<file path="src/rtl/prog_counter_pkg.sv">
// Shared types and defaults for the programmable counter: terminal modes,
// FSM states and the raw-mode decoder.
package counter_pkg;
    localparam int DEF_WIDTH      = 5;
    localparam int DEF_PRESCALE_W = 4;

    typedef enum logic [1:0] {
        MODE_WRAP    = 2'd0,
        MODE_SAT     = 2'd1,
        MODE_ONESHOT = 2'd2
    } mode_e;

    typedef enum logic {
        ST_RUN    = 1'b0,
        ST_HALTED = 1'b1
    } state_e;

    // The unused encoding 3 behaves exactly like wrap.
    function automatic mode_e decode_mode(input logic [1:0] m);
        case (m)
            2'd1:    return MODE_SAT;
            2'd2:    return MODE_ONESHOT;
            default: return MODE_WRAP;
        endcase
    endfunction
endpackage

</file>
<file path="src/rtl/prog_counter_if.sv">
// Control and status bundle of prog_counter. The master drives controls and
// observes the count; the slave (the counter) drives count, tc, done and state.
interface prog_counter_if
    import counter_pkg::*;
#(
    parameter int WIDTH      = DEF_WIDTH,
    parameter int PRESCALE_W = DEF_PRESCALE_W
);
    // No handshake: every control is sampled on each posedge, and the
    // counter's outputs are plain registered levels/pulses.
    logic                  en;
    logic                  clr;
    logic                  load;
    logic [WIDTH-1:0]      load_val;
    logic                  dir;
    logic [1:0]            mode;
    logic [WIDTH-1:0]      limit;
    logic [PRESCALE_W-1:0] prescale;
    logic [WIDTH-1:0]      count;
    logic                  tc;
    logic                  done;
    state_e                state;

    modport master (
        output en, clr, load, load_val, dir, mode, limit, prescale,
        input  count, tc, done, state
    );

    modport slave (
        input  en, clr, load, load_val, dir, mode, limit, prescale,
        output count, tc, done, state
    );
endinterface

</file>
<file path="src/rtl/prog_counter_tick_prescaler.sv">
// Divides enabled cycles into ticks: one tick every prescale+1 enabled cycles.
module tick_prescaler #(
    parameter int PRESCALE_W = 4
) (
    input  logic                  clk,
    input  logic                  rst,
    input  logic                  en,
    input  logic                  sync_clr,
    input  logic [PRESCALE_W-1:0] prescale,
    output logic                  tick
);
    logic [PRESCALE_W-1:0] pre_cnt;

    assign tick = en && (pre_cnt == prescale);

    always_ff @(posedge clk or posedge rst) begin
        if (rst) begin
            pre_cnt <= '0;
        end else if (sync_clr) begin
            pre_cnt <= '0;
        end else if (en) begin
            if (tick) begin
                pre_cnt <= '0;
            end else begin
                pre_cnt <= pre_cnt + PRESCALE_W'(1);
            end
        end
    end
endmodule

</file>
<file path="src/rtl/prog_counter.sv">
// Programmable up/down counter with prescaler, limit and wrap/saturate/one-shot
// terminal behaviour; tc is a registered one-cycle pulse, done a level.
module prog_counter
    import counter_pkg::*;
#(
    parameter int WIDTH      = DEF_WIDTH,
    parameter int PRESCALE_W = DEF_PRESCALE_W
) (
    input logic          clk,
    input logic          rst,
    prog_counter_if.slave bus
);
    state_e           state, state_next;
    logic [WIDTH-1:0] count_q, count_next;
    logic             tc_q, tc_next;
    logic             done_q, done_next;
    logic             tick;
    logic             at_term;
    logic             term_event;
    mode_e            mode_d;

    tick_prescaler #(.PRESCALE_W(PRESCALE_W)) u_prescaler (
        .clk      (clk),
        .rst      (rst),
        .en       (bus.en),
        .sync_clr (bus.clr | bus.load),
        .prescale (bus.prescale),
        .tick     (tick)
    );

    assign mode_d     = decode_mode(bus.mode);
    assign at_term    = bus.dir ? (count_q == '0) : (count_q == bus.limit);
    assign term_event = tick && (state == ST_RUN) && at_term;

    always_ff @(posedge clk or posedge rst) begin
        if (rst) begin
            state <= ST_RUN;
        end else begin
            state <= state_next;
        end
    end

    always_comb begin
        state_next = state;
        if (bus.clr || bus.load) begin
            state_next = ST_RUN;
        end else if (term_event && mode_d == MODE_ONESHOT) begin
            state_next = ST_HALTED;
        end
    end

    // Ticks arriving while HALTED fall through every branch and change nothing.
    always_comb begin
        count_next = count_q;
        tc_next    = 1'b0;
        done_next  = done_q;
        if (bus.clr) begin
            count_next = '0;
            done_next  = 1'b0;
        end else if (bus.load) begin
            count_next = bus.load_val;
            done_next  = 1'b0;
        end else if (term_event) begin
            case (mode_d)
                MODE_SAT: begin
                    count_next = count_q;
                end
                MODE_ONESHOT: begin
                    tc_next   = 1'b1;
                    done_next = 1'b1;
                end
                default: begin
                    count_next = bus.dir ? bus.limit : '0;
                    tc_next    = 1'b1;
                end
            endcase
        end else if (tick && state == ST_RUN) begin
            count_next = bus.dir ? (count_q - WIDTH'(1)) : (count_q + WIDTH'(1));
        end
    end

    always_ff @(posedge clk or posedge rst) begin
        if (rst) begin
            count_q <= '0;
            tc_q    <= 1'b0;
            done_q  <= 1'b0;
        end else begin
            count_q <= count_next;
            tc_q    <= tc_next;
            done_q  <= done_next;
        end
    end

    assign bus.count = count_q;
    assign bus.tc    = tc_q;
    assign bus.done  = done_q;
    assign bus.state = state;
endmodule

</file>
<file path="src/flat_wrapper.sv">
// flat-port wrapper written by rule: the top's interface ports become plain ports
module prog_counter_flat import counter_pkg::*;
#(
    parameter int WIDTH      = DEF_WIDTH,
    parameter int PRESCALE_W = DEF_PRESCALE_W
)
  (clk, rst, bus_en, bus_clr, bus_load, bus_load_val, bus_dir, bus_mode, bus_limit, bus_prescale, bus_count, bus_tc, bus_done, bus_state);
  prog_counter_if #(.WIDTH(WIDTH), .PRESCALE_W(PRESCALE_W)) bus_i ();
  input logic clk;
  input logic rst;
  input wire logic [$bits(bus_i.en)-1:0] bus_en;
  input wire logic [$bits(bus_i.clr)-1:0] bus_clr;
  input wire logic [$bits(bus_i.load)-1:0] bus_load;
  input wire logic [$bits(bus_i.load_val)-1:0] bus_load_val;
  input wire logic [$bits(bus_i.dir)-1:0] bus_dir;
  input wire logic [$bits(bus_i.mode)-1:0] bus_mode;
  input wire logic [$bits(bus_i.limit)-1:0] bus_limit;
  input wire logic [$bits(bus_i.prescale)-1:0] bus_prescale;
  output wire logic [$bits(bus_i.count)-1:0] bus_count;
  output wire logic [$bits(bus_i.tc)-1:0] bus_tc;
  output wire logic [$bits(bus_i.done)-1:0] bus_done;
  output wire logic [$bits(bus_i.state)-1:0] bus_state;
  assign bus_i.en = bus_en;
  assign bus_i.clr = bus_clr;
  assign bus_i.load = bus_load;
  assign bus_i.load_val = bus_load_val;
  assign bus_i.dir = bus_dir;
  assign bus_i.mode = bus_mode;
  assign bus_i.limit = bus_limit;
  assign bus_i.prescale = bus_prescale;
  assign bus_count = bus_i.count;
  assign bus_tc = bus_i.tc;
  assign bus_done = bus_i.done;
  assign bus_state = bus_i.state;
  prog_counter #(.WIDTH(WIDTH), .PRESCALE_W(PRESCALE_W)) u_core (.clk(clk), .rst(rst), .bus(bus_i));
endmodule
</file>
<file path="config.mk">
export PLATFORM = sky130hd
export DESIGN_NAME = prog_counter_flat
export DESIGN_NICKNAME = d
export VERILOG_FILES = /design/src/rtl/prog_counter_pkg.sv /design/src/rtl/prog_counter_if.sv /design/src/rtl/prog_counter_tick_prescaler.sv /design/src/rtl/prog_counter.sv /design/src/flat_wrapper.sv
export SDC_FILE = /design/constraint.sdc
export NUM_CORES = 1
export LEC_CHECK = 0
export ABC_AREA = 1
export CORE_ASPECT_RATIO = 0.9
export CORE_MARGIN = 5
export CORE_UTILIZATION = 50
export CTS_CLUSTER_SIZE = 28
export DETAILED_ROUTE_END_ITERATION = 6
export PLACE_DENSITY = 0.82
export SYNTH_ARGS = -nofsm -noshare
export SYNTH_HDL_FRONTEND = slang
export SYNTH_SLANG_ARGS = --single-unit
export TNS_END_PERCENT = 100
</file>
<file path="constraint.sdc">
create_clock -name clk -period 2.7 [get_ports clk]
set_input_delay 0.54 -clock clk [delete_from_list [all_inputs] [get_ports clk]]
set_output_delay 0.54 -clock clk [all_outputs]
set_load 0.01 [all_outputs]
</file>
==> results of run 1 <==
critical path, stage by stage:
cell,delay [ps]
clkdlybuf4s50_1,610
inv_2,80
fa_1,400
o21ai_0,200
nand2_1,100
nand2_1,70
nand2_1,40
nand2_1,60
inv_1,30
nand2_1,50
nand3_1,60
nand2_1,70
nand2_1,40
stage by stage:
step / total power (W) / worst slack (ps) / cell area, um^2 / hold WS, ps / util (%)
final: 0.0005583 / 527.7 / 1466 / 526.1 / 68.46
after global routing: 0.0006040 / 382.6 / 1466 / 555.5 / 68.46
after global placement: 0.0004113 / 329.8 / 1430 / 506.2 / 66.76
after floorplan: 0.0003341 / 854.4 / 1101 / 404.7 / -
after CTS: 0.0005623 / 540.7 / 1466 / 535.2 / 68.46
after detailed placement: 0.0004173 / 238.3 / 1430 / 523.5 / 66.76
cell usage in the layout, fill, tap and decap left out, types with 2 or more instances in the layout:
| cell | instances |
|---|---|
| dfrtp_1 | 12 |
| o21ai_1 | 2 |
| nand2_1 | 44 |
| xor2_1 | 2 |
| clkdlybuf4s50_1 | 29 |
| o22ai_1 | 2 |
| a21oi_2 | 2 |
| buf_4 | 2 |
| inv_1 | 35 |
| nand3_1 | 22 |
| o21ai_0 | 6 |
| ha_1 | 6 |
| nor2_1 | 10 |
| xnor2_1 | 3 |
| a21oi_1 | 7 |
| nand2_2 | 3 |
| clkbuf_4 | 3 |
worst paths after layout:
| kind | startpoint | end | slack (ps) | depth (start not counted) |
|---|---|---|---|---|
| worst max-delay path | bus_dir | u_core.bus.count[4] | 530 | 13 |
| worst min-delay path | u_core.bus.done | u_core.bus.done | 530 | 2 |
| max in group asynchronous | rst | u_core.u_prescaler.pre_cnt[3] | 1820 | 2 |
| worst min register to register | u_core.bus.done | u_core.bus.done | 530 | 2 |
| min in group asynchronous | rst | u_core.bus.done | 560 | 2 |
| worst max register to register | u_core.bus.count[0] | u_core.bus.count[4] | 860 | 12 |
logic make-up (layout without fill, tap and decap cells):
kind of cell	after synthesis	count (layout)
compound gates	19	19
fa+ha+maj	7	7
mux	1	1
flops	12	12
simple gates	86	86
buf+inv	39	72
xor+xnor	5	5
report_power, final:
part	switching, W	leakage (nW)	internal, W
Combinational	0.000104	0.576	0.000100
Clock	0.0000633	0.0210	0.0000821
Sequential	0.0000181	0.161	0.000190
sequential cells by signal (all words and copies together) (netlist names):
signal and flops:
u_core.bus.count 5, u_core.u_prescaler.pre_cnt 4, u_core.bus.done 1, u_core.bus.state 1
u_core.bus.tc 1
layer usage:
| layer | GRT usage, % | up-vias | part of all wire (%) |
|---|---|---|---|
| met4 | 3.019 | 0 | 0.49 |
| met3 | 5.189 | 3 | 6.1 |
| li1 | - | 593 | - |
| met1 | 21.92 | 500 | 43 |
| met5 | 0 | - | 0 |
| met2 | 32.18 | 29 | 50 |
area by class of cell:
cell class	instances	area [um^2]	share of cell area, %
repair buffers	31	305.3	20.82
multi-input cells	118	651.9	44.45
inverters	37	138.9	9.471
flip-flops and latches	12	300.3	20.48
clock buffers	4	36.28	2.474
well taps	27	33.78	2.304
==> results.txt, run 1 <==
Core Box Area: 2142 um^2
maximum clock frequency: 460.3 MHz
Area contributors post-synth: dfrtp_1, nand2_1, inv_1, nand3_1, ha_1
critical path type: primary input to register
Area Growth Syn to Fin: 33.18%
vias in the first global route: 1033
main combinational cell family by area after synthesis: simple AND/OR/NAND/NOR gates
CTS buffer count: 3
Yosys Warn Count: 0
Avg Vias per Cell: 4.913
multiplexer share of the synthesized area: 0.9091%
top_reg_cell synth: dfrtp_1
total number of vias: 1125
outcome: complete, no violations
most common cell in the synthesized netlist: nand2_1
crit path max fanout: 7
Post-DRT Antenna Nets: 0
CTS tree: built
filler cell count: 190
worst slew pin tran: 461.8 ps
static leakage: 0.7586 nW
Routed WL per cell: 11.59 um
syn nets: 198
Unique masters post-synth: 26
Worst EP required: 2880 ps
P per Cell Area: 380.8 nW/um^2
Initial Utilization: 51.40%
clk_skew: 6.696 ps
Post-Synth Adder-Cell Area: 8.636%
Overall Global Routing Usage: 18.06%
DRT Pass-1 Iters: 4
Mean Syn Cell Area: 6.515 um^2
post-DP HPWL: 2.207 mm
compound-gate portion of the synthesized area: 9.545%
Final Slew Violations: 0
post-synthesis async set-or-reset flop share: 100.0%
nets: 232
IO Port Bufs: 29
Finished Layout Cells: 229
Die Wd: 59.47 um
Remaining Overflow, GRT: 0
Final Setup Violations: 0
die area: 3242 um^2
placed cells: 225
DR iter-0 viols: 28
RePlAce Congestion: 0.8400
number of remaining DRC errors: 0
max-cap violation count: 0
cell area after synthesis: 1101 um^2
largest area contributor in the netlist: dfrtp_1
XOR/XNOR Fraction of Synth Area: 3.977%
Setup crit end kind: register
Post-synth EDFFs: 0
Max VDD drop: 0.2624 mV
first-pass GRT wire length: 4.395 mm
Synth Register Bits: 12
initial antenna violation count: 0
crit start category: primary input
Hold/Removal Path Class: register to register
RSZ-0062 raised after global routing: false
H-tree levels: 1
fraction of layout cells with a size suffix above 1: 7.921%
# diodes: 0
Post CTS Setup Buffer Count: 0
Slew headroom: 69.18%
final hold violations: 0
Worst-path clk slew: 80 ps
Final Critical Period: 2172 ps
CTS root buf: clkbuf_4
CTS Hold Bufs: 0
top-area cell type share of the netlist area: 27.27%
IO Pins: 30
fin crit share: 80.46%
Sink Count: 12
final wirelength: 2.654 mm
largest net degree at the start of global routing: 14
most frequent cells after synthesis: nand2_1, inv_1, nand3_1
Post-Synthesis Cells: 169
Setup TNS: 0 ps
cts repair resizes: 0
clock latency on the worst-skew pair: 280 ps
post-synthesis simple-gate area fraction: 36.14%
die height: 54.52 um
buffer levels on the longest clock path: 2
CP arrival: 2360 ps
row count: 16
post-synthesis sequential area ratio: 27.27%
No activity file was read; power rests on OpenSTA's default activity.
==> inputs of run 2 (changes only) <==
--- a/config.mk
+++ b/config.mk
@@ -8,10 +8,10 @@
 export ABC_AREA = 1
 export CORE_ASPECT_RATIO = 0.9
 export CORE_MARGIN = 5
-export CORE_UTILIZATION = 50
+export CORE_UTILIZATION = 48
 export CTS_CLUSTER_SIZE = 28
 export DETAILED_ROUTE_END_ITERATION = 6
-export PLACE_DENSITY = 0.82
+export PLACE_DENSITY = 0.8
 export SYNTH_ARGS = -nofsm -noshare
 export SYNTH_HDL_FRONTEND = slang
 export SYNTH_SLANG_ARGS = --single-unit
==> constraint.sdc (replaced) <==
create_clock -name clk -period 2.3 [get_ports clk]
set_input_delay 0.46 -clock clk [delete_from_list [all_inputs] [get_ports clk]]
set_output_delay 0.46 -clock clk [all_outputs]
set_load 0.01 [all_outputs]
==> run 2 against run 1 <==
  * First-iteration DRC count increased by 11%
  * Total power is 19% higher
  * Non-clock buffer count up 1
  * Flip-flop and latch count unchanged
  * Sequential share of layout area decreased by 0.10 points
  * Combinational power grew 18%
  * Worst hold slack got worse by 46 ps
  * Critical path depth is the same
  * Final area is 0.51% higher
  * Via count increased by 2.7%
  * Global-route usage down 0.18 points
  * Core utilization decreased by 0.91 points
  * Critical path type unchanged
  * Largest power group unchanged
==> results.txt, run 2 (synthesis gave the netlist of run 1 again) <==
first-pass GRT wire length: 4.664 mm (+6.1%)
P per Cell Area: 450.3 nW/um^2 (+18%)
fraction of layout cells with a size suffix above 1: 8.374% (+0.45 points)
CP arrival: 2150 ps (-210 ps)
CTS tree: built
cts repair resizes: 0 (unchanged)
total number of vias: 1155 (+2.7%)
Cell Int Power: 0.0004385 W (+18%)
final wirelength: 2.714 mm (+2.3%)
Util after Layout: 67.55% (-0.91 points)
CTS root buf: clkbuf_4
clk_skew: 5.570 ps (-1.126 ps)
Final Critical Period: 1963 ps
buffer levels on the longest clock path: 2 (unchanged)
Remaining Overflow, GRT: 0 (unchanged)
RePlAce Congestion: 0.8019 (-4.5%)
Flop pwr share: 37.2% (about the same)
GR peak layer: met2
combinational power share: 36.3% (-0.4 points)
RSZ-0062 raised after global routing: false
Worst EP required: 2490 ps (-390 ps)
Power Total: 0.0006638 W (+19%)
DRT Pass-1 Iters: 4 (unchanged)
maximum clock frequency: 509.4 MHz
Clk pwr share: 26.5% (+0.4 points)
Overall Global Routing Usage: 17.89% (-0.18 points)
Slew headroom: 68.78% (-0.40 points)
Initial Utilization: 50.46% (-0.94 points)
GR Util met3: 5.128% (-0.060 points)
Final Setup Violations: 0 (unchanged)
Routed WL per cell: 11.80 um (+1.8%)
M1 GR Usage: 22.36% (+0.44 points)
die height: 55.44 um (+1.7%)
footprint of the multi-input gates: 651.9 um^2 (unchanged)
Sw Ratio: 33.94% (+0.64 points)
Post CTS Setup Buffer Count: 0 (unchanged)
met2 Usage GRT: 28.70% (-3.5 points)
max FFs per register: 5 (unchanged)
critical path type: primary input to register
Avg Vias per Cell: 5.022 (+2.2%)
IO Port Bufs: 29 (unchanged)
Max VDD drop: 0.3673 mV (+40%)
largest net degree at the start of global routing: 13 (-1)
clock latency on the worst-skew pair: 280 ps (about the same)
Core Box Area: 2182 um^2 (+1.9%)
placed cells: 226 (+0.44%)
commonest non-fill, non-tap cell in the layout: nand2_1
Worst-path clk slew: 80 ps (about the same)
Area Growth Syn to Fin: 33.86%
Post-DRT Antenna Nets: 0 (unchanged)
vias in the first global route: 1097 (+6.2%)
max-cap violation count: 0 (unchanged)
CTS Hold Bufs: 0 (unchanged)
Setup TNS: 0 ps (unchanged)
CTS buffer count: 3 (unchanged)
CP max-delay cell: clkdlybuf4s50_1
die area: 3353 um^2 (+3.4%)
Finished Layout Cells: 230 (+0.44%)
CP most frequent cell: nand2_1
number of remaining DRC errors: 0 (unchanged)
outcome: complete, no violations
Hold/Removal Path Class: primary input to asynchronous set/reset pin
row count: 16 (unchanged)
# diodes: 0 (unchanged)
Sink Count: 12 (unchanged)
crit path max fanout: 4 (-3)
final hold violations: 0 (unchanged)
Final Slew Violations: 0 (unchanged)
initial antenna violation count: 0 (unchanged)
worst slew pin tran: 467.8 ps (+5.982 ps)
fin crit share: 85.35%
Die Wd: 60.49 um (+1.7%)
H-tree levels: 1 (unchanged)
static leakage: 0.7634 nW (+0.63%)
most frequent cells in the layout: nand2_1, inv_1, clkdlybuf4s50_1, nand3_1, dfrtp_1
nets: 233 (+0.43%)
FF/Latch Area: 300.3 um^2 (unchanged)
crit start category: primary input
filler cell count: 199 (+4.7%)
post-DP HPWL: 2.202 mm (-0.23%)
worst path cell trace: clkdlybuf4s50_1 -> inv_2 -> fa_1 -> o21ai_0 -> nand2_1 -> nand2_1 -> nand2_1 -> nand2_1 -> inv_1 -> nand2_1 -> nand3_1 -> nand2_1 -> nand2_1
IO Pins: 30 (unchanged)
DR iter-0 viols: 31 (+11%)
Psw: 0.0002253 W (+21%)
slowest stage delay, CP: 550 ps (-60 ps)
Setup crit end kind: register
run 2: critical path: cells and delay by family:
family	cells	cell delay, ps
buffers and inverters	3	650
AO/OA/AOI/OAI	1	170
adder cells (fa/ha/maj)	1	390
AND/OR/NAND/NOR	8	470
run 2: final timing paths:
check	startpoint	end	cells after the start	slack [ps]
min reg2reg	u_core.bus.done	u_core.bus.done	2	530
max in group asynchronous	rst	u_core.u_prescaler.pre_cnt[3]	2	1500
max reg2reg	u_core.bus.count[0]	u_core.bus.count[4]	12	460
min	rst	u_core.bus.count[4]	2	480
min in group clk	u_core.bus.done	u_core.bus.done	2	530
max	bus_dir	u_core.bus.count[4]	13	340
run 2: layout make-up:
| type | count | share of cell area, % |
|---|---|---|
| multi-input combinational | 118 | 44.23 |
| timing repair buffer | 32 | 21.22 |
| sequential | 12 | 20.37 |
| inverter | 37 | 9.423 |
| clock buffer | 4 | 2.462 |
| tap | 27 | 2.292 |
run 2: power by group through the flow:
stage / sequential [W] / clock (W) / combinational [W]
global placement: 0.000250 / 0 / 0.000235
detailed placement: 0.000251 / 0 / 0.000242
finish: 0.000247 / 0.000176 / 0.000241
global route: 0.000250 / 0.000190 / 0.000274
CTS: 0.000247 / 0.000179 / 0.000243
floorplan: 0.000248 / 0 / 0.000144
run 2: routing by layer:
layer  up-vias  wire length [um]
met5         -                 0
met4         0                59
met3         6               198
met2        31              1255
met1       521              1201
li1        597                 -
run 2: metrics by stage:
step                cell area, um^2  hold slack [ps]  setup slack (ps)
finish                         1474            480.0             336.9
global route                   1474            520.9             169.8
CTS                            1474            498.2             336.8
detailed placement             1438            522.4             32.51
global placement               1438            510.5             96.92
floorplan                      1101            324.7             534.4
